==> config.mk <==
export PLATFORM = sky130hd
export DESIGN_NAME = keypad_scanner
export DESIGN_NICKNAME = d
export VERILOG_FILES = /design/src/rtl/keypad_scanner_pkg.sv /design/src/rtl/keypad_frame_classifier.sv /design/src/rtl/keypad_scanner.sv
export SDC_FILE = /design/constraint.sdc
export NUM_CORES = 1
export LEC_CHECK = 0
export CAP_MARGIN = 5
export CORE_UTILIZATION = 40
export DETAILED_ROUTE_END_ITERATION = 8
export PLACE_DENSITY = 0.63
export RECOVER_POWER = 25
export SLEW_MARGIN = 20
export SYNTH_ARGS = -nofsm -noshare
export SYNTH_HDL_FRONTEND = slang
export SYNTH_SLANG_ARGS = --single-unit
==> constraint.sdc <==
create_clock -name clk_in -period 11.4 [get_ports clk_in]
set_clock_uncertainty 0.1 [all_clocks]
set_input_delay 2.28 -clock clk_in [delete_from_list [all_inputs] [get_ports clk_in]]
set_output_delay 2.28 -clock clk_in [all_outputs]
set_load 0.02 [all_outputs]
==> src/rtl/keypad_scanner_pkg.sv <==
// Shared types and the key position-to-code table
// for the 4x4 keypad scanner.
package keypad_scanner_pkg;

  typedef enum logic [1:0] {
    ST_IDLE,
    ST_PRESS_DB,
    ST_HELD,
    ST_RELEASE_DB
  } kp_state_e;

  typedef enum logic [1:0] {
    FR_EMPTY,
    FR_SINGLE,
    FR_MULTI
  } frame_class_e;

  // Index is 4*row+col; entry 0 sits in the low nibble.
  localparam logic [15:0][3:0] POS_CODE = {
    4'hD, 4'hF, 4'h0, 4'hE,
    4'hC, 4'h9, 4'h8, 4'h7,
    4'hB, 4'h6, 4'h5, 4'h4,
    4'hA, 4'h3, 4'h2, 4'h1
  };

  function automatic logic [3:0] pos_to_code(input logic [3:0] pos);
    return POS_CODE[pos];
  endfunction

endpackage

==> src/rtl/keypad_frame_classifier.sv <==
// Classifies a 16-bit keypad frame as empty, single or multi,
// and reports the position of the (last) set bit.
module keypad_frame_classifier
  import keypad_scanner_pkg::*;
(
  input  logic [15:0]  map_in,
  output frame_class_e cls_out,
  output logic [3:0]   pos_out
);

  logic [4:0] ones;

  always_comb begin
    ones    = '0;
    pos_out = '0;
    for (int i = 0; i < 16; i++) begin
      if (map_in[i]) begin
        ones    = ones + 5'd1;
        pos_out = 4'(i);
      end
    end
    if (ones == 5'd0)
      cls_out = FR_EMPTY;
    else if (ones == 5'd1)
      cls_out = FR_SINGLE;
    else
      cls_out = FR_MULTI;
  end

endmodule

==> src/rtl/keypad_scanner.sv <==
// 4x4 keypad row scanner with frame-level debounce and
// an eight-digit shift history for the display.
module keypad_scanner
  import keypad_scanner_pkg::*;
#(
  parameter int SCAN_PERIOD     = 100000,
  parameter int DEBOUNCE_FRAMES = 8
) (
  input  logic        clk_in,
  input  logic        rst_in,
  input  logic [3:0]  col_in,
  input  logic        clear_in,
  output logic [3:0]  row_out,
  output logic [3:0]  key_code,
  output logic        key_valid,
  output logic        key_held,
  output logic [31:0] val_out
);

  localparam int CW = $clog2(SCAN_PERIOD);
  localparam int DW = $clog2(DEBOUNCE_FRAMES + 1);
  localparam logic [CW-1:0] DWELL_LAST = CW'(SCAN_PERIOD - 1);
  localparam logic [DW-1:0] DB_LAST    = DW'(DEBOUNCE_FRAMES);
  localparam logic [DW-1:0] DB_ONE     = DW'(1);

  logic [3:0]    col_s1_q, col_s1_d;
  logic [3:0]    col_s2_q, col_s2_d;
  logic [CW-1:0] dwell_q, dwell_d;
  logic [1:0]    row_q, row_d;
  logic [15:0]   map_q, map_d;
  kp_state_e     state_q, state_d;
  logic [DW-1:0] cnt_q, cnt_d;
  logic [3:0]    cand_q, cand_d;
  logic [3:0]    code_q, code_d;
  logic          valid_q, valid_d;
  logic          held_q, held_d;
  logic [31:0]   val_q, val_d;

  logic [15:0]   frame_full;
  frame_class_e  cls;
  logic [3:0]    pos;
  logic          sample;
  logic          frame_done;
  logic [DW-1:0] cnt_inc;
  logic          go_held;
  logic [3:0]    acc_pos;

  // Overlay the row being sampled so the classifier sees the whole frame
  always_comb begin
    frame_full = map_q;
    frame_full[{row_q, 2'b00} +: 4] = ~col_s2_q;
  end

  keypad_frame_classifier u_cls (
    .map_in  (frame_full),
    .cls_out (cls),
    .pos_out (pos)
  );

  always_comb begin
    col_s1_d   = col_in;
    col_s2_d   = col_s1_q;
    sample     = (dwell_q == DWELL_LAST);
    frame_done = sample && (row_q == 2'd3);
    dwell_d    = sample ? '0 : dwell_q + 1'b1;
    row_d      = sample ? row_q + 2'd1 : row_q;
    map_d      = sample ? frame_full : map_q;
    cnt_inc    = cnt_q + 1'b1;
    state_d    = state_q;
    cnt_d      = cnt_q;
    cand_d     = cand_q;
    code_d     = code_q;
    held_d     = held_q;
    valid_d    = 1'b0;
    go_held    = 1'b0;
    acc_pos    = cand_q;

    if (frame_done) begin
      unique case (state_q)
        ST_IDLE: begin
          if (cls == FR_SINGLE) begin
            cand_d  = pos;
            acc_pos = pos;
            if (DEBOUNCE_FRAMES == 1) begin
              go_held = 1'b1;
            end else begin
              state_d = ST_PRESS_DB;
              cnt_d   = DB_ONE;
            end
          end
        end
        ST_PRESS_DB: begin
          if (cls != FR_SINGLE) begin
            state_d = ST_IDLE;
            cnt_d   = '0;
          end else if (pos != cand_q) begin
            cand_d = pos;
            cnt_d  = DB_ONE;
          end else if (cnt_inc == DB_LAST) begin
            go_held = 1'b1;
          end else begin
            cnt_d = cnt_inc;
          end
        end
        ST_HELD: begin
          if (cls == FR_EMPTY) begin
            if (DEBOUNCE_FRAMES == 1) begin
              state_d = ST_IDLE;
              cnt_d   = '0;
              held_d  = 1'b0;
            end else begin
              state_d = ST_RELEASE_DB;
              cnt_d   = DB_ONE;
            end
          end
        end
        ST_RELEASE_DB: begin
          if (cls != FR_EMPTY) begin
            state_d = ST_HELD;
            cnt_d   = '0;
          end else if (cnt_inc == DB_LAST) begin
            state_d = ST_IDLE;
            cnt_d   = '0;
            held_d  = 1'b0;
          end else begin
            cnt_d = cnt_inc;
          end
        end
        default: begin
          state_d = ST_IDLE;
          cnt_d   = '0;
        end
      endcase
    end

    if (go_held) begin
      state_d = ST_HELD;
      cnt_d   = '0;
      valid_d = 1'b1;
      code_d  = pos_to_code(acc_pos);
      held_d  = 1'b1;
    end

    // Clear beats a coincident shift
    if (clear_in)
      val_d = '0;
    else if (valid_q)
      val_d = {val_q[27:0], code_q};
    else
      val_d = val_q;
  end

  always_ff @(posedge clk_in) begin
    if (rst_in) begin
      col_s1_q <= 4'hF;
      col_s2_q <= 4'hF;
      dwell_q  <= '0;
      row_q    <= '0;
      map_q    <= '0;
      state_q  <= ST_IDLE;
      cnt_q    <= '0;
      cand_q   <= '0;
      code_q   <= '0;
      valid_q  <= 1'b0;
      held_q   <= 1'b0;
      val_q    <= '0;
    end else begin
      col_s1_q <= col_s1_d;
      col_s2_q <= col_s2_d;
      dwell_q  <= dwell_d;
      row_q    <= row_d;
      map_q    <= map_d;
      state_q  <= state_d;
      cnt_q    <= cnt_d;
      cand_q   <= cand_d;
      code_q   <= code_d;
      valid_q  <= valid_d;
      held_q   <= held_d;
      val_q    <= val_d;
    end
  end

  assign row_out   = ~(4'b0001 << row_q);
  assign key_code  = code_q;
  assign key_valid = valid_q;
  assign key_held  = held_q;
  assign val_out   = val_q;

endmodule

==> results of run 1 <==
## sequential cells by signal, summed over array words and instances (netlist names), 4 cells and up
register and flops:
col_s1_q 4, cand_q 4, map_q 16, dwell_q 17, cnt_q 4, col_s2_q 4
val_out 32, key_code 4
## repair_timing
item                       in CTS  in global routing
setup endpoints to repair      11                 16
pin swaps                       6                 18
cloned                          0                  0
buffers inserted                8                  8
gates resized for setup        11                 19
hold buffers                    0                  0
## final timing paths
check	start	end	slack, ns	cells after the start
worst min register to register	col_s1_q[3]	col_s2_q[3]	0.31	1
worst min-delay path	col_s1_q[3]	col_s2_q[3]	0.31	1
worst max-delay path	row_q[1]	key_code[2]	0.56	64
worst max register to register	row_q[1]	key_code[2]	0.56	64
## final cells by class
class / count / area share [%]
well taps: 184 / 3.09
repair buffers: 76 / 9.26
flip-flops and latches: 91 / 24.5
multi-input cells: 578 / 57.9
clock inverters: 7 / 1.11
inverters: 23 / 1.16
clock buffers: 9 / 3.02
## metrics by stage
| stage | std cells | setup slack [ns] | hold slack, ns |
|---|---|---|---|
| floorplan | 722 | 0.00363 | 0.289 |
| global placement | 936 | 0.139 | 0.300 |
| detailed placement | 936 | -0.381 | 0.294 |
| CTS | 960 | 0.0590 | 0.310 |
| global route | 968 | -0.205 | 0.330 |
| finish | 968 | 0.557 | 0.308 |
## cell usage in the layout, fill, tap and decap left out, types with 4 or more instances in the layout
cell type        netlist  routed
a211oi_1              19      19
a21oi_1               29      29
a31o_2                 7       7
a31oi_1                9       9
and2_1                 6       6
and3_1                 9       9
buf_4                  0      28
clkbuf_16              0       9
clkdlybuf4s50_1        0      47
dfxtp_1               91      88
ha_1                  25      17
ha_4                   0       7
inv_1                 22      20
mux2_2                 6       4
mux2i_1               46      43
nand2_1               48      45
nand2b_1               9       9
nand3_1               23      23
nand4_1                9       9
nor2_1               111     108
nor2b_1               19      18
nor3_1                 9       9
nor4_1                 5       4
o21ai_0               23      20
o21ai_1                2       4
o22ai_1                5       4
o31ai_1                5       5
or2_2                 12      11
xnor2_1               37      36
xnor2_2                4       4
xnor3_2                4       4
xor2_1                20      20
## report_power, final
| part | total [W] | switching (W) | internal, W |
|---|---|---|---|
| Combinational | 0.0000693 | 0.0000373 | 0.0000320 |
| Sequential | 0.000323 | 0.00000243 | 0.000320 |
| Clock | 0.000305 | 0.000132 | 0.000173 |
## logic make-up after synthesis
kind of cell    share of synthesized area [%]
compound gates                           16.6
xor+xnor                                 12.2
fa+ha+maj                                5.29
buf+inv                                  3.37
flops                                    29.9
mux                                      9.21
simple gates                             23.5
## layer usage
metal / up-vias / part of all wire [%] / global-route usage (%)
met4: 0 / 1.4 / 4.09
met5: - / 0 / 0
met3: 22 / 2.6 / 3.59
met1: 2588 / 47 / 24.1
li1: 2686 / - / -
met2: 83 / 49 / 32.1
==> out/qor.csv, run 1 <==
metric,value,unit
outcome,"complete, no violations",
finish.instance_area,0.00746,mm²
netlist.top_cell.by_area,dfxtp_1,
worstSetupPathType,flip-flop to flip-flop,
drive_above_1_share,16.7,%
path_common_cell,ha_1,
worst-slew-pin-transition,0.978,ns
nNetsFinal,811,
finalSetupTns,0,ns
period_share,95.1,%
multi_input_area,0.00432,mm²
synth-main-ff-cell,dfxtp_1,
root_buffer,clkbuf_16,
min_period,10.84,ns
synth-async-reset-ratio,0,%
route.detailed.drc,0,
crit_buf_inv,4,
placed_cell_area,0.00685,mm²
track_usage,18.6,%
synth_edf_count,0,
synth_top_cell_area_share,29.9,%
coreArea,0.0147,mm²
slowest_delay,0.37,ns
first_global_vias,5087,
fmax,92.2,MHz
ant_nets,0,
core.rowCount,44,
hpwlAfterDp,10.6,mm
clockBufferDepth,2,
worstPathArrival,10.96,ns
cp_max_fo,5,
required,11.51,ns
synth_cells,722,
io_buffer_count,48,
synth_seq_area_share,29.9,%
clock-sinks,91,
synth_most_common_cell,nor2_1,
ctsHtreeMaxLevel,3,
relSlewSlack,34.8,%
top_level_ports,49,
ys_top_cells_by_count,"nor2_1, dfxtp_1, nand2_1",
die_x,125,µm
crit_path_start_kind,flip-flop,
clkLatencyLatePin,0.34,ns
hold_viol,0,
drtIter0Drc,361,
wire_per_inst,15.0,µm
firstDrtPassIters,7,
antenna_cells,0,
start_util,41.5,%
cp-end-kind,flip-flop,
gp_congestion,0.921,
grt_pass1_wl,24.4,mm
min_path_type,flip-flop to flip-flop,
fin_util,50.7,%
synth.distinct_cells,83,
antenna_found_initial,0,
critPathTopFamily,adder cells,
netlist_top_cells_area,"dfxtp_1, mux2i_1, nor2_1, xnor2_1, ha_1",
cts_made_buffers,9,
grt_max_degree,44,
netlist_area,0.00610,mm²
drv_cap,0,
register_area,0.00183,mm²
dieArea,0.0157,mm²
gr-total-overflow,0,
power,0.000697,W
wl,14.5,mm
synth_nets,754,
peakVddDrop,0.0824,mV
n_fill_cell,1347,
synth_seq_cells,91,
num_vias,5379,
worst_path_max_delay_cell,mux2_4,
report.final.slew_viol_count,0,
clk_pin_slew,0.07,ns
yosys_warnings,0,
power_density,93.5,mW/mm²
cts_tree,yes,
via_per_inst,5.56,
avgSynthCellArea,8.44,µm²
dieHeight,125,µm
area_growth,22.3,%
setup_viol,0,
power.leakage,2.67,nW
No activity file was read; power rests on OpenSTA's default activity.
==> inputs of run 2 (changes only) <==
--- a/config.mk
+++ b/config.mk
@@ -5,9 +5,11 @@
 export SDC_FILE = /design/constraint.sdc
 export NUM_CORES = 1
 export LEC_CHECK = 0
+export ABC_AREA = 1
 export CAP_MARGIN = 5
 export CORE_UTILIZATION = 40
 export DETAILED_ROUTE_END_ITERATION = 8
+export GPL_TIMING_DRIVEN = 0
 export PLACE_DENSITY = 0.63
 export RECOVER_POWER = 25
 export SLEW_MARGIN = 20
==> run 2 against run 1 <==
- combinational power decreased by 18%
- worst hold slack improved by 0.0043 ns
- die area decreased by 0.34%
- flip-flop and latch count unchanged
- synthesized cell count increased by 33%
- first-iteration DRC count decreased by 15%
- utilization decreased by 1.2 points
- global-route usage decreased by 0.90 points
- via count increased by 8.3%
- area after synthesis decreased by 0.35%
- clock-buffer cell count unchanged
- critical path type unchanged
==> out/qor.csv, run 2 <==
metric,value,unit,change
avgSynthCellArea,6.32,µm²,-25%
antenna_cells,0,,unchanged
route.detailed.drc,0,,unchanged
holdWs,0.313,ns,+0.00431 ns
io_buffer_count,48,,unchanged
peakVddDrop,0.0732,mV,-11%
wl_met2,5.85,mm,-18%
synth_seq_cells,91,,unchanged
synth_seq_area_share,30.0,%,+0.10 points
setup_viol,0,,unchanged
power.leakage,3.33,nW,+25%
netlist.top_cell.by_area,dfxtp_1,,
largest_register_ff_count,32,,unchanged
track_usage,17.7,%,-0.90 points
hold-path-endpoint,col_s2_q[3],,
clk_pin_slew,0.07,ns,about the same
die_x,125,µm,-0.17%
drv_cap,0,,unchanged
synthSimpleGateAreaFrac,41.0,%,+18 points
ant_nets,0,,unchanged
netlist_area,0.00608,mm²,-0.35%
top_level_ports,49,,unchanged
clockBufferDepth,2,,unchanged
synth_top_family_by_area,simple AND/OR/NAND/NOR gates,,
synth.area.mux_share,0,%,-9.2 points
firstDrtPassIters,5,,-2
synth_compound_area_share,11.8,%,-4.8 points
slowest_delay,0.36,ns,about the same
met1_length,7.00,mm,+2.8%
fmax,93.8,MHz,+1.7%
ys_top_cells_by_count,"nand2_1, inv_1, dfxtp_1",,
reg2regPathDepth,69,,+7.8%
area_growth,19.9,%,
hpwlAfterDp,10.4,mm,-2.0%
ctsHtreeMaxLevel,3,,unchanged
core.rowCount,44,,unchanged
synthAdderAreaFrac,5.15,%,-0.15 points
root_buffer,clkbuf_16,,
synth_cells,962,,+33%
worst_path_max_delay_cell,dfxtp_2,,
grt_max_degree,18,,-59%
multi_input_area,0.00364,mm²,-16%
synth_nets,994,,+32%
synth-async-reset-ratio,0,%,unchanged
final_cell_mix,"nand2_1, inv_1, dfxtp_1",,
gr-total-overflow,0,,unchanged
report.final.slew_viol_count,0,,unchanged
power_density,100,mW/mm²,+7.2%
clkLatencyLatePin,0.34,ns,about the same
wl,13.4,mm,-8.1%
dieArea,0.0157,mm²,-0.34%
wl_met3,372,µm,-0.53%
crit_path_start_kind,flip-flop,,
clock-sinks,91,,unchanged
n_fill_cell,1467,,+8.9%
dieHeight,125,µm,-0.17%
yosys_warnings,0,,unchanged
outcome,"complete, no violations",,
synth.distinct_cells,42,,-49%
wire_per_inst,10.9,µm,-27%
register_area,0.00182,mm²,-0.14%
required,11.59,ns,+0.08 ns
finalSetupTns,0,ns,unchanged
start_util,41.3,%,-0.14 points
worstReg2RegStart,row_q[0],,
rrSetupSlack,0.74,ns,+0.18 ns
netlist_top_cells_area,"dfxtp_1, nand2_1, inv_1, nand3_1, ha_1",,
dr.max_layer_used,met4,,
synth_most_common_cell,nand2_1,,
num_vias,5826,,+8.3%
cts_made_buffers,9,,unchanged
drive_above_1_share,12.6,%,-4.1 points
cts_hold_buf,0,,unchanged
worstHoldPathCells,1,,unchanged
grt_pass1_wl,23.6,mm,-3.4%
hold_start,col_s1_q[3],,
nNetsFinal,1063,,+31%
cts_tree,yes,,
relSlewSlack,53.8,%,+19 points
cp_max_fo,9,,+4
hold_viol,0,,unchanged
period_share,93.5,%,-1.6 points
min_period,10.66,ns,-0.181 ns
path_common_cell,ha_1,,
synth-main-ff-cell,dfxtp_1,,
synth_edf_count,0,,unchanged
first_global_vias,5246,,+3.1%
synth_top_cell_area_share,30.0,%,+0.10 points
cp-end-kind,flip-flop,,
gp_congestion,0.889,,-3.5%
reg2reg_to,key_code[1],,
antenna_found_initial,0,,unchanged
coreArea,0.0147,mm²,unchanged
min_path_type,flip-flop to flip-flop,,
via_per_inst,4.78,,-14%
worst-slew-pin-transition,0.687,ns,-0.291 ns
synth_xor_area_share,0.988,%,-11 points
power,0.000730,W,+4.7%
worstPathArrival,10.85,ns,-0.11 ns
final_common_cell,nand2_1,,
worstSetupPathType,flip-flop to flip-flop,,
drtIter0Drc,306,,-15%
## run 2: cell types whose count changed after synthesis, sizes merged, moves of 21 or more
cell   delta
o21ai    +21
nand2   +254
inv     +140
a21oi    +34
nand3    +65
xnor2    -41
nor2     -22
mux2i    -47
## run 2: how the worst max path moves through the flow
stage          startpoint           to  slack, ns  depth (start not counted)
6_report         row_q[0]  key_code[1]       0.74                         69
5_1_grt          row_q[0]  key_code[2]      -0.05                         73
4_1_cts          row_q[0]  key_code[2]       0.02                         70
3_5_place_dp     row_q[0]  key_code[2]       -0.1                         70
3_3_place_gp     row_q[0]  key_code[2]     -0.004                         70
2_1_floorplan    row_q[0]  key_code[2]       0.79                         70
## run 2: timing repair
action	in CTS	in global routing
resized for setup	2	20
pin swaps	0	9
endpoints found under the setup margin	2	16
buffers inserted	0	10
## run 2: power by group
group / leakage [nW] / switching (W) / internal [W] / total (W)
clock: 0.173 / 0.000134 / 0.000218 / 0.000353
combinational: 2.42 / 0.0000364 / 0.0000203 / 0.0000568
sequential: 0.736 / 0.000000977 / 0.000320 / 0.000321
total: 3.33 / 0.000172 / 0.000558 / 0.000730
## run 2: layer usage
metal  vias to the layer above  track usage [%]
met2                        68             28.3
met4                         0             4.09
met3                        14             2.57
met1                      2555             25.2
li1                       3189                -
met5                         -                0
## run 2: area by class of cell
class	instances	area share [%]
Inverter	164	8.54
Buffer	15	0.876
Timing Repair Buffer	58	7.62
Clock buffer	9	3.09
Tap cell	184	3.16
Clock inverter	7	1.75
Multi-Input combinational cell	692	49.9
Sequential cell	91	25.0
## run 2: logic make-up (layout without fill, tap and decap cells)
family | after synthesis | in the layout
adders and majority gates | 25 | 25
xor gates and xnor gates | 6 | 6
AOI/OAI and AO/OA | 131 | 131
and+or+nand+nor | 530 | 530
DFF | 91 | 91
buffers and inverters | 179 | 253
## run 2: stage by stage
step	util, %	setup WS, ns	cell area (µm²)	std cells
after floorplan	-	0.785	6080	962
after detailed placement	46.2	-0.0988	6790	1194
after global placement	46.2	-0.00445	6790	1194
after CTS	48.6	0.0249	7140	1210
final	49.6	0.738	7290	1220
after global routing	49.6	-0.0479	7290	1220
## run 2: critical path: cells and delay by family (launching register included)
| kind | cells | cell delay (ns) |
|---|---|---|
| AND/OR/NAND/NOR | 36 | 4.66 |
| adder cells (fa/ha/maj) | 16 | 4.12 |
| buffers and inverters | 15 | 1.11 |
| flip-flops | 1 | 0.36 |
| AO/OA/AOI/OAI | 2 | 0.27 |
